File: src/rtl/wallace_mult_pipe_pkg.sv
// rtl/wallace_mult_pipe_pkg.sv - shared types and tree-sizing helpers for the pipelined Wallace multiplier
// Contents: mult_mode_e operand mode, DEFAULT_WIDTH, rows_after()/csa_levels() row-count helpers.
package wtree_pkg;

  typedef enum logic {
    MODE_UNSIGNED = 1'b0,
    MODE_SIGNED   = 1'b1
  } mult_mode_e;

  localparam int DEFAULT_WIDTH = 16;

  // Rows left after 'levels' rounds of 3:2 compression starting from n rows.
  function automatic int rows_after(int n, int levels);
    int r;
    r = n;
    for (int i = 0; i < levels; i++) begin
      r = 2 * (r / 3) + (r % 3);
    end
    return r;
  endfunction

  // Number of Wallace rows (3:2 levels) needed to bring n partial products down to two.
  function automatic int csa_levels(int n);
    int r;
    int l;
    r = n;
    l = 0;
    while (r > 2) begin
      r = 2 * (r / 3) + (r % 3);
      l++;
    end
    return l;
  endfunction

endpackage

File: src/rtl/wallace_mult_pipe_if.sv
// rtl/wallace_mult_pipe_if.sv - operand/result handshake bundle for wallace_mult_pipe
// Signals: Clear (flush), In_valid/In_ready with MUR, MUD, Signed_mode, Acc_first;
//          Out_valid/Out_ready with Result. slave = multiplier side, master = sequencer/writeback side.
interface wallace_mult_pipe_if #(
  parameter int WIDTH = wtree_pkg::DEFAULT_WIDTH,
  parameter int RES_W = 2 * WIDTH
);
  logic             Clear;
  logic             In_valid;
  logic             In_ready;
  logic [WIDTH-1:0] MUR;
  logic [WIDTH-1:0] MUD;
  logic             Signed_mode;
  logic             Acc_first;
  logic             Out_valid;
  logic             Out_ready;
  logic [RES_W-1:0] Result;

  modport master (
    output Clear, In_valid, MUR, MUD, Signed_mode, Acc_first, Out_ready,
    input  In_ready, Out_valid, Result
  );

  modport slave (
    input  Clear, In_valid, MUR, MUD, Signed_mode, Acc_first, Out_ready,
    output In_ready, Out_valid, Result
  );
endinterface

File: src/rtl/wallace_mult_pipe_csa_3to2.sv
// rtl/wallace_mult_pipe_csa_3to2.sv - one W-bit 3:2 carry-save compressor row
// Ports: a, b, c (in, W) rows to compress; sum (out, W); carry (out, W) already weighted one bit up.
module csa_3to2 #(
  parameter int W = 32
) (
  input  logic [W-1:0] a,
  input  logic [W-1:0] b,
  input  logic [W-1:0] c,
  output logic [W-1:0] sum,
  output logic [W-1:0] carry
);
  assign sum = a ^ b ^ c;
  // The carry out of the top bit falls outside the 2*WIDTH product and is dropped (mod 2^W).
  assign carry = {(a[W-2:0] & b[W-2:0]) | (a[W-2:0] & c[W-2:0]) | (b[W-2:0] & c[W-2:0]), 1'b0};
endmodule

File: src/rtl/wallace_mult_pipe.sv
// rtl/wallace_mult_pipe.sv - pipelined, parametrised Wallace-tree multiplier with valid/ready handshake
// Ports: Clk (in) rising-edge clock; Reset_n (in) async active-low reset;
//        bus (wallace_mult_pipe_if.slave) Clear, In_valid/In_ready, MUR, MUD, Signed_mode, Acc_first,
//        Out_valid/Out_ready, Result.
// Option: define WTREE_ACCUM_EN to add a RES_W-bit accumulator in the final stage.
module wallace_mult_pipe
  import wtree_pkg::*;
#(
  parameter int WIDTH       = DEFAULT_WIDTH,
  parameter int PIPE_STAGES = 3,
  parameter int ACC_GUARD   = 8
) (
  input  logic               Clk,
  input  logic               Reset_n,
  wallace_mult_pipe_if.slave bus
);
  localparam int PW     = 2 * WIDTH;
  localparam int LEVELS = csa_levels(WIDTH);

  // The whole pipe moves in lockstep; bubbles stay where they are.
  logic adv;
  logic take;
  logic [PIPE_STAGES-1:0] vld_in;
  logic [PIPE_STAGES-1:0] vld_q;

  assign adv          = ~vld_q[PIPE_STAGES-1] | bus.Out_ready;
  assign bus.In_ready = Reset_n & adv & ~bus.Clear;
  assign take         = bus.In_valid & bus.In_ready;
  assign bus.Out_valid = vld_q[PIPE_STAGES-1];

  // Partial products. Signed mode is Baugh-Wooley: terms with exactly one sign bit are inverted and
  // the correction constants 2^WIDTH + 2^(2*WIDTH-1) ride in row 0's otherwise empty upper bits.
  mult_mode_e    mode;
  logic [PW-1:0] pp [WIDTH];

  assign mode = mult_mode_e'(bus.Signed_mode);

  always_comb begin
    for (int i = 0; i < WIDTH; i++) begin
      pp[i] = '0;
      for (int j = 0; j < WIDTH; j++) begin
        pp[i][i+j] = (bus.MUR[i] & bus.MUD[j]) ^
                     ((mode == MODE_SIGNED) && ((i == WIDTH - 1) != (j == WIDTH - 1)));
      end
    end
    if (mode == MODE_SIGNED) begin
      pp[0][WIDTH] = 1'b1;
      pp[0][PW-1]  = 1'b1;
    end
  end

  // Each stage applies its share of tree levels; every stage carries WIDTH row slots,
  // slots beyond the live row count are tied to zero.
  logic [PW-1:0] rows_d [PIPE_STAGES][WIDTH];
  logic [PW-1:0] rows_q [PIPE_STAGES][WIDTH];

  for (genvar k = 0; k < PIPE_STAGES; k++) begin : g_stage
    localparam int LO = (k * LEVELS) / PIPE_STAGES;
    localparam int NL = ((k + 1) * LEVELS) / PIPE_STAGES - LO;
    logic [PW-1:0] lv [NL+1][WIDTH];

    if (k == 0) begin : g_head
      assign lv[0]     = pp;
      assign vld_in[k] = take;
    end else begin : g_body
      assign lv[0]     = rows_q[k-1];
      assign vld_in[k] = vld_q[k-1];
    end

    for (genvar j = 0; j < NL; j++) begin : g_lvl
      localparam int N   = rows_after(WIDTH, LO + j);
      localparam int G   = N / 3;
      localparam int REM = N - 3 * G;
      for (genvar g = 0; g < G; g++) begin : g_csa
        csa_3to2 #(.W(PW)) u_csa (
          .a    (lv[j][3*g]),
          .b    (lv[j][3*g+1]),
          .c    (lv[j][3*g+2]),
          .sum  (lv[j+1][2*g]),
          .carry(lv[j+1][2*g+1])
        );
      end
      // Rows left over from grouping pass straight through behind the compressed pairs.
      for (genvar o = 2 * G; o < WIDTH; o++) begin : g_pass
        if (o < 2 * G + REM) begin : g_keep
          assign lv[j+1][o] = lv[j][o+G];
        end else begin : g_zero
          assign lv[j+1][o] = '0;
        end
      end
    end

    assign rows_d[k] = lv[NL];
  end

  always_ff @(posedge Clk or negedge Reset_n) begin
    if (!Reset_n) begin
      vld_q <= '0;
      for (int k = 0; k < PIPE_STAGES; k++) begin
        for (int r = 0; r < WIDTH; r++) begin
          rows_q[k][r] <= '0;
        end
      end
    end else if (bus.Clear) begin
      vld_q <= '0;
    end else if (adv) begin
      vld_q  <= vld_in;
      rows_q <= rows_d;
    end
  end

`ifdef WTREE_ACCUM_EN
  localparam int RES_W = PW + ACC_GUARD;

  // Mode and Acc_first follow their operands so the accumulate step sees the right transaction.
  logic [PIPE_STAGES-1:0] mode_in;
  logic [PIPE_STAGES-1:0] mode_q;
  logic [PIPE_STAGES-1:0] first_in;
  logic [PIPE_STAGES-1:0] first_q;
  logic [PW-1:0]          prod;
  logic [RES_W-1:0]       prod_ext;
  logic [RES_W-1:0]       acc_q;

  for (genvar k = 0; k < PIPE_STAGES; k++) begin : g_tag
    if (k == 0) begin : g_head
      assign mode_in[k]  = bus.Signed_mode;
      assign first_in[k] = bus.Acc_first;
    end else begin : g_body
      assign mode_in[k]  = mode_q[k-1];
      assign first_in[k] = first_q[k-1];
    end
  end

  // Final carry-propagate add happens before the accumulator register.
  assign prod     = rows_d[PIPE_STAGES-1][0] + rows_d[PIPE_STAGES-1][1];
  assign prod_ext = {{ACC_GUARD{prod[PW-1] & mode_in[PIPE_STAGES-1]}}, prod};

  always_ff @(posedge Clk or negedge Reset_n) begin
    if (!Reset_n) begin
      mode_q  <= '0;
      first_q <= '0;
      acc_q   <= '0;
    end else if (bus.Clear) begin
      acc_q <= '0;
    end else if (adv) begin
      mode_q  <= mode_in;
      first_q <= first_in;
      if (vld_in[PIPE_STAGES-1]) begin
        acc_q <= (first_in[PIPE_STAGES-1] ? '0 : acc_q) + prod_ext;
      end
    end
  end

  assign bus.Result = acc_q;
`else
  logic unused_acc_first;
  assign unused_acc_first = bus.Acc_first;

  // Final carry-propagate add sits after the last register; reset rows give Result = 0.
  assign bus.Result = rows_q[PIPE_STAGES-1][0] + rows_q[PIPE_STAGES-1][1];
`endif

endmodule

File: src/flat_wrapper.sv
// flat-port wrapper written by rule: the top's interface ports become plain ports
module wallace_mult_pipe_flat import wtree_pkg::*;
#(
  parameter int WIDTH       = DEFAULT_WIDTH,
  parameter int PIPE_STAGES = 3,
  parameter int ACC_GUARD   = 8
)
  (Clk, Reset_n, bus_Clear, bus_In_valid, bus_MUR, bus_MUD, bus_Signed_mode, bus_Acc_first, bus_Out_ready, bus_In_ready, bus_Out_valid, bus_Result);
  wallace_mult_pipe_if #(.WIDTH(WIDTH), .RES_W((2 * (16)))) bus_i ();
  input  logic Clk;
  input  logic Reset_n;
  input wire logic [$bits(bus_i.Clear)-1:0] bus_Clear;
  input wire logic [$bits(bus_i.In_valid)-1:0] bus_In_valid;
  input wire logic [$bits(bus_i.MUR)-1:0] bus_MUR;
  input wire logic [$bits(bus_i.MUD)-1:0] bus_MUD;
  input wire logic [$bits(bus_i.Signed_mode)-1:0] bus_Signed_mode;
  input wire logic [$bits(bus_i.Acc_first)-1:0] bus_Acc_first;
  input wire logic [$bits(bus_i.Out_ready)-1:0] bus_Out_ready;
  output wire logic [$bits(bus_i.In_ready)-1:0] bus_In_ready;
  output wire logic [$bits(bus_i.Out_valid)-1:0] bus_Out_valid;
  output wire logic [$bits(bus_i.Result)-1:0] bus_Result;
  assign bus_i.Clear = bus_Clear;
  assign bus_i.In_valid = bus_In_valid;
  assign bus_i.MUR = bus_MUR;
  assign bus_i.MUD = bus_MUD;
  assign bus_i.Signed_mode = bus_Signed_mode;
  assign bus_i.Acc_first = bus_Acc_first;
  assign bus_i.Out_ready = bus_Out_ready;
  assign bus_In_ready = bus_i.In_ready;
  assign bus_Out_valid = bus_i.Out_valid;
  assign bus_Result = bus_i.Result;
  wallace_mult_pipe #(.WIDTH(WIDTH), .PIPE_STAGES(PIPE_STAGES), .ACC_GUARD(ACC_GUARD)) u_core (.Clk(Clk), .Reset_n(Reset_n), .bus(bus_i));
endmodule
File: config.mk
export PLATFORM = sky130hd
export DESIGN_NAME = wallace_mult_pipe_flat
export DESIGN_NICKNAME = d
export VERILOG_FILES = /design/src/rtl/wallace_mult_pipe_pkg.sv /design/src/rtl/wallace_mult_pipe_if.sv /design/src/rtl/wallace_mult_pipe_csa_3to2.sv /design/src/rtl/wallace_mult_pipe.sv /design/src/flat_wrapper.sv
export SDC_FILE = /design/constraint.sdc
export NUM_CORES = 1
export LEC_CHECK = 0
export BUFFER_PORTS_ARGS = -buffer_cell sky130_fd_sc_hd__buf_2
export CAP_MARGIN = 20
export CORE_ASPECT_RATIO = 1.2
export CORE_MARGIN = 3
export CORE_UTILIZATION = 55
export CTS_CLUSTER_DIAMETER = 40
export DETAILED_ROUTE_END_ITERATION = 8
export HOLD_SLACK_MARGIN = 0.12
export PLACE_DENSITY = 0.85
export SLEW_MARGIN = 20
export SYNTH_ARGS = -nofsm -noshare
export SYNTH_HDL_FRONTEND = slang
export SYNTH_SLANG_ARGS = --single-unit
File: constraint.sdc
create_clock -name Clk -period 2.5 [get_ports Clk]
set_input_delay 0.125 -clock Clk [delete_from_list [all_inputs] [get_ports Clk]]
set_output_delay 0.125 -clock Clk [all_outputs]
set_load 0.03 [all_outputs]
* After elaboration in Yosys (flattened, before gate mapping)
Cells that the tools add are included.
** Word-level totals
- Output and inout port bits :: 34
- Flip-flop bits (word level) :: 428
- Bits of input ports :: 39
- Word-level logic and storage cells :: 411
** Operators by class
- Muxes and demuxes :: 3
- Reductions and logical operators :: 2
- Bitwise logic cells :: 390
- Add/sub/neg operators :: 1
** Operators with widths (number)
- $and 31x31->31 :: 20
- $or 31x31->31 :: 17
- $xor 32x32->32 :: 13
- $and 1x1->1 :: 259
- $and 17x18->18 :: 2
- $add 32x32->32 :: 1
- $xor 22x32->32 :: 1
- $xor 32x17->32 :: 1
- $xor 32x18->32 :: 1
- $xor 32x19->32 :: 1
- $xor 32x21->32 :: 1
- $xor 32x24->32 :: 1
- $xor 32x25->32 :: 1
- $xor 32x27->32 :: 1
- $xor 32x28->32 :: 1
- $xor 32x30->32 :: 1
- $xor 32x31->32 :: 1
- $and 19x31->31 :: 1
- $and 22x31->31 :: 1
- $and 28x31->31 :: 1
- $and 31x19->31 :: 1
- $and 31x25->31 :: 1
- $and 31x28->31 :: 1
- $or 31x25->31 :: 1
- other kinds (35) :: 66

* Depth between registers and ports, before layout
- Depth in word-level cells :: 8
- Mapped depth :: 8

* Hierarchy
From an unflattened synthesis, not the netlist that was laid out.
** Unflattened totals
- Cell total of the unflattened synthesis :: 1981
- Area, all modules :: 28832.7 um^2
** By module, submodules not included
- wallace_mult_pipe :: sequential area each 10885.4 um^2, area an instance 19653.8 um^2, cells each 1505, times used 1
- csa_3to2 :: sequential area each 0.0 um^2, area an instance 655.6 um^2, cells each 34, times used 14

* Worst setup path before layout
Ideal clock, no wire load.
- Kind :: register to output
- Start point :: register u_core.rows_q[459] (netlist bit)
- End point :: output port bus_Result[30]
- Buffers on the path :: 0
- Required time :: 2375 ps
- Stages on the path, launching flop included :: 7
- Path slack :: -143 ps
- Arrival :: 2518 ps
- Path through :: dfrtp_1 > ha_1 > a21o_1 > a31o_2 > a41oi_1 > o221ai_2 > a311oi_1
** Between the ends
- Word-level cells in the longest chain between the ends :: 1
** Ends and longest elaborated chain
- start: declaration :: RTL line wallace_mult_pipe.sv:55 : logic [PW-1:0] rows_q [PIPE_STAGES][WIDTH];
- start signal: assignment :: RTL line wallace_mult_pipe.sv:108 : rows_q <= rows_d;
- $add 32x32->32 :: RTL line wallace_mult_pipe.sv:160 : assign bus.Result = rows_q[PIPE_STAGES-1][0] + rows_q[PIPE_STAGES-1][1];
- end: declaration :: RTL line flat_wrapper.sv:21 : output wire logic [$bits(bus_i.Result)-1:0] bus_Result;
Every way passes these cells.

* Worst setup path after layout
- Start point :: register u_core.rows_q[455] (netlist bit)
- End point :: output port bus_Result[31]
Same word-level chain as after synthesis.

==> impl_metrics.json <==
{
  "seqPwrFrac": 0.315,
  "p_per_area_nw_per_um2": 986,
  "skew_ns": 0.0164,
  "synth_edf_count": 0,
  "syn_inst": 2055,
  "grt_pass1_vias": 15500,
  "finalCoreUtilization": 0.647,
  "synth.avg_cell_area_um2": 9.16,
  "gr-usage-all-layers": 0.255,
  "dieArea_um2": 36500,
  "io_pins": 73,
  "yosys.area.top_type_share": 0.388,
  "path_clk_slew_ns": 0.06,
  "synthToLayoutAreaGrowth_pct": 14.9,
  "fp.dieH_um": 209,
  "hold_viol": 0,
  "crit_required_ns": 2.38,
  "wl_um": 45600,
  "root_buffer": "clkbuf_16",
  "io_buffer_count": 71,
  "ys_types": 46,
  "grt_max_degree": 95,
  "critPathKind": "flip-flop to primary output",
  "start_kind": "flip-flop",
  "rows": 73,
  "clock_sinks": 292,
  "vias": 14200,
  "synth_nets": 2371,
  "critPathArrivalTime_ns": 3.03,
  "fmax_mhz": 317,
  "antenna_found_initial": 0,
  "design.core.area_um2": 33400,
  "fillerInstances": 2518,
  "violations": "setup timing",
  "place_congestion": 0.905,
  "start_util": 0.563,
  "cp_num_buf_inv": 1,
  "power.switching_w": 0.00834,
  "hold_class": "input port to flip-flop",
  "antenna_cells": 0,
  "met1_usage": 0.334,
  "maxSlewHeadroom": 0.624,
  "fin_ws_ns": -0.655,
  "grtUsageMet2": 0.424,
  "power_frac_clock": 0.250,
  "holdWs_ns": 0.167,
  "critPathMaxStageDelay_ns": 0.45,
  "worstPathMaxFanout": 4,
  "pwr-share-comb": 0.435,
  "leakagePower_nw": 11.2,
  "cts_buffers": 34,
  "multi_input_area_um2": 10700,
  "synthFlopType": "dfrtp_1",
  "ys_ff_latch": 292,
  "worstMarginPinSlew_ns": 0.563,
  "setup_tns_ns": -8.68,
  "switching_share": 0.391,
  "syn_area_um2": 18800,
  "cts-htree-levels": 2,
  "yosys.area.top_type": "dfrtp_1",
  "critical_path.slowest_cell": "a221o_2",
  "netlist_top_cells_area": "dfrtp_1 (39%), fa_1 (21%), nand2_1 (16%)",
  "layout.nets": 2426,
  "crit_chain": "ha_4, fa_2, a21o_1, a221o_2, a211oi_4, o21ai_2, a221oi_2, xnor2_2, buf_6",
  "cts_tree": "built",
  "met3_usage": 0.0462,
  "rsz0062_at_grt": "yes",
  "postLayoutCellArea_um2": 21600,
  "period_minus_slack_ns": 3.15,
  "maxCapViolCount": 0,
  "gr-total-overflow": 0,
  "ir_drop_mv": 0.510,
  "seqCellArea_um2": 7310,
  "drtIter0Drc": 1020,
  "end_kind": "primary output",
  "grt-busiest-layer": "met2",
  "slew_violations": 0,
  "yosys_warnings": 0,
  "ant_nets": 0,
  "status": "finished, violations left",
  "remaining_drc_errors": 0,
  "setup_violations": 20,
  "grt_pass1_wl_um": 75700,
  "synth-async-reset-ratio": 1.00,
  "wl_per_cell_um": 17.7,
  "seq_area_frac_synth": 0.388,
  "drive_gt1_frac": 0.111,
  "cts_buffer_depth": 3,
  "via_per_inst": 5.50,
  "finalCritPeriodShare": 1.26,
  "clk_latency_ns": 0.52,
  "hpwl_um": 30800,
  "dr.pass1.iters": 5,
  "p_int_w": 0.0130,
  "place_area_um2": 19700,
  "die_x_um": 175,
  "crit_family": "compound AO/OA/AOI/OAI gates"
}
-- layer usage --
metal  part of all wire  vias up
met4              0.034        0
li1                   -     6359
met2               0.49      645
met3              0.080      148
met5                  0        -
met1               0.40     7069
-- state kept, by name, indices dropped and copies added, names as in the netlist --
name,flops
u_core.rows_q,57
u_core.vld_q,3
u_core.g_stage.lv,232
-- path summary, 6_finish.rpt --
path	from	endpoint	slack (ns)	depth (start not counted)
worst max register to register	u_core.vld_q[2]$_DFFE_PN0P_	u_core.vld_q[0]$_DFFE_PN0P_	0.24	6
worst max-delay path	u_core.rows_q[455]$_DFFE_PN0P_	bus_Result[31]	-0.65	9
min in group asynchronous	Reset_n	u_core.rows_q[473]$_DFFE_PN0P_	0.19	2
max in group asynchronous	Reset_n	u_core.g_stage[1].lv[1423]$_DFFE_PN0P_	1.54	3
worst min register to register	u_core.rows_q[485]$_DFFE_PN0P_	u_core.rows_q[485]$_DFFE_PN0P_	0.48	2
worst min-delay path	bus_MUD[15]	u_core.g_stage[1].lv[862]$_DFFE_PN0P_	0.17	4
-- placed cells by master, fill, tap and decap left out, types with 3 or more instances in the layout --
cell / count
nand2_1: 811
dfrtp_1: 292
fa_1: 200
inv_1: 185
o21ai_0: 116
and2_1: 99
ha_1: 66
buf_2: 49
buf_4: 45
clkbuf_16: 37
xnor2_1: 26
xor2_1: 19
buf_6: 18
a21oi_1: 14
a21o_1: 13
dlygate4sd3_1: 12
nor2_1: 11
buf_12: 11
ha_4: 8
clkbuf_8: 6
o21ai_2: 5
xnor2_2: 5
nand3_1: 5
nand4_1: 5
nor2_2: 4
a21oi_2: 4
clkinv_4: 4
clkinv_2: 4
bufinv_16: 4
clkbuf_1: 3
-- power groups by stage --
stage	registers, W	logic, W	clock network, W
4_1_cts	0.00671	0.00888	0.00539
3_3_place_gp	0.00664	0.00787	0
3_5_place_dp	0.00674	0.00819	0
6_report	0.00672	0.00927	0.00533
5_1_grt	0.00687	0.0103	0.00557
2_1_floorplan	0.00655	0.00563	0
-- Yosys cell counts, types with 2 or more instances --
master    number
and4_1         2
o21ai_0      123
a21o_1        13
and3_1         2
inv_1        185
xor2_1        21
nand3_1        5
buf_1          3
a31oi_1        3
or2_2          2
a21oi_1       18
ha_1          76
buf_2          2
o21a_1         2
nand2_1      812
a211oi_2       2
fa_1         201
buf_4          7
and2_1        99
clkbuf_1     105
a221o_1        2
dfrtp_1      292
or3_1          3
a211oi_1       4
xnor2_1       31
nor2_1        16
nand4_1        5
-- worst min-delay path, stage by stage --
cell	delay (ns)
buf_2	0.21
buf_4	0.20
nand3_1	0.06
nand2_1	0.05
-- kinds of logic after synthesis --
| group | synth area share |
|---|---|
| buffers and inverters | 0.0617 |
| AOI/OAI and AO/OA | 0.0559 |
| DFF | 0.388 |
| muxes | 0.000532 |
| adders and majority gates | 0.264 |
| xor gates and xnor gates | 0.0242 |
| and+or+nand+nor | 0.205 |
-- through the flow --
stage / cells / total power [W] / setup slack [ns]
floorplan: 2055 / 0.0122 / -0.0931
global placement: 2496 / 0.0145 / -0.246
detailed placement: 2496 / 0.0149 / -0.314
CTS: 2575 / 0.0210 / -0.714
global route: 2585 / 0.0227 / -0.760
finish: 2585 / 0.0213 / -0.655
-- area by class of cell --
type | count | share of cell area
clock inverters | 15 | 0.00949
repair buffers | 136 | 0.0528
flip-flops and latches | 292 | 0.338
well taps | 450 | 0.0260
inverters | 185 | 0.0321
clock buffers | 46 | 0.0472
multi-input cells | 1461 | 0.494
-- what timing repair did --
action,4_1_cts,5_1_grt
endpoints found under the hold margin,281,0
hold buffers,12,0
resized for setup,59,39
buffers inserted,6,12
setup endpoints to repair,20,20
pin swaps,15,19
Note: power is estimated with default switching activity, not from simulation.
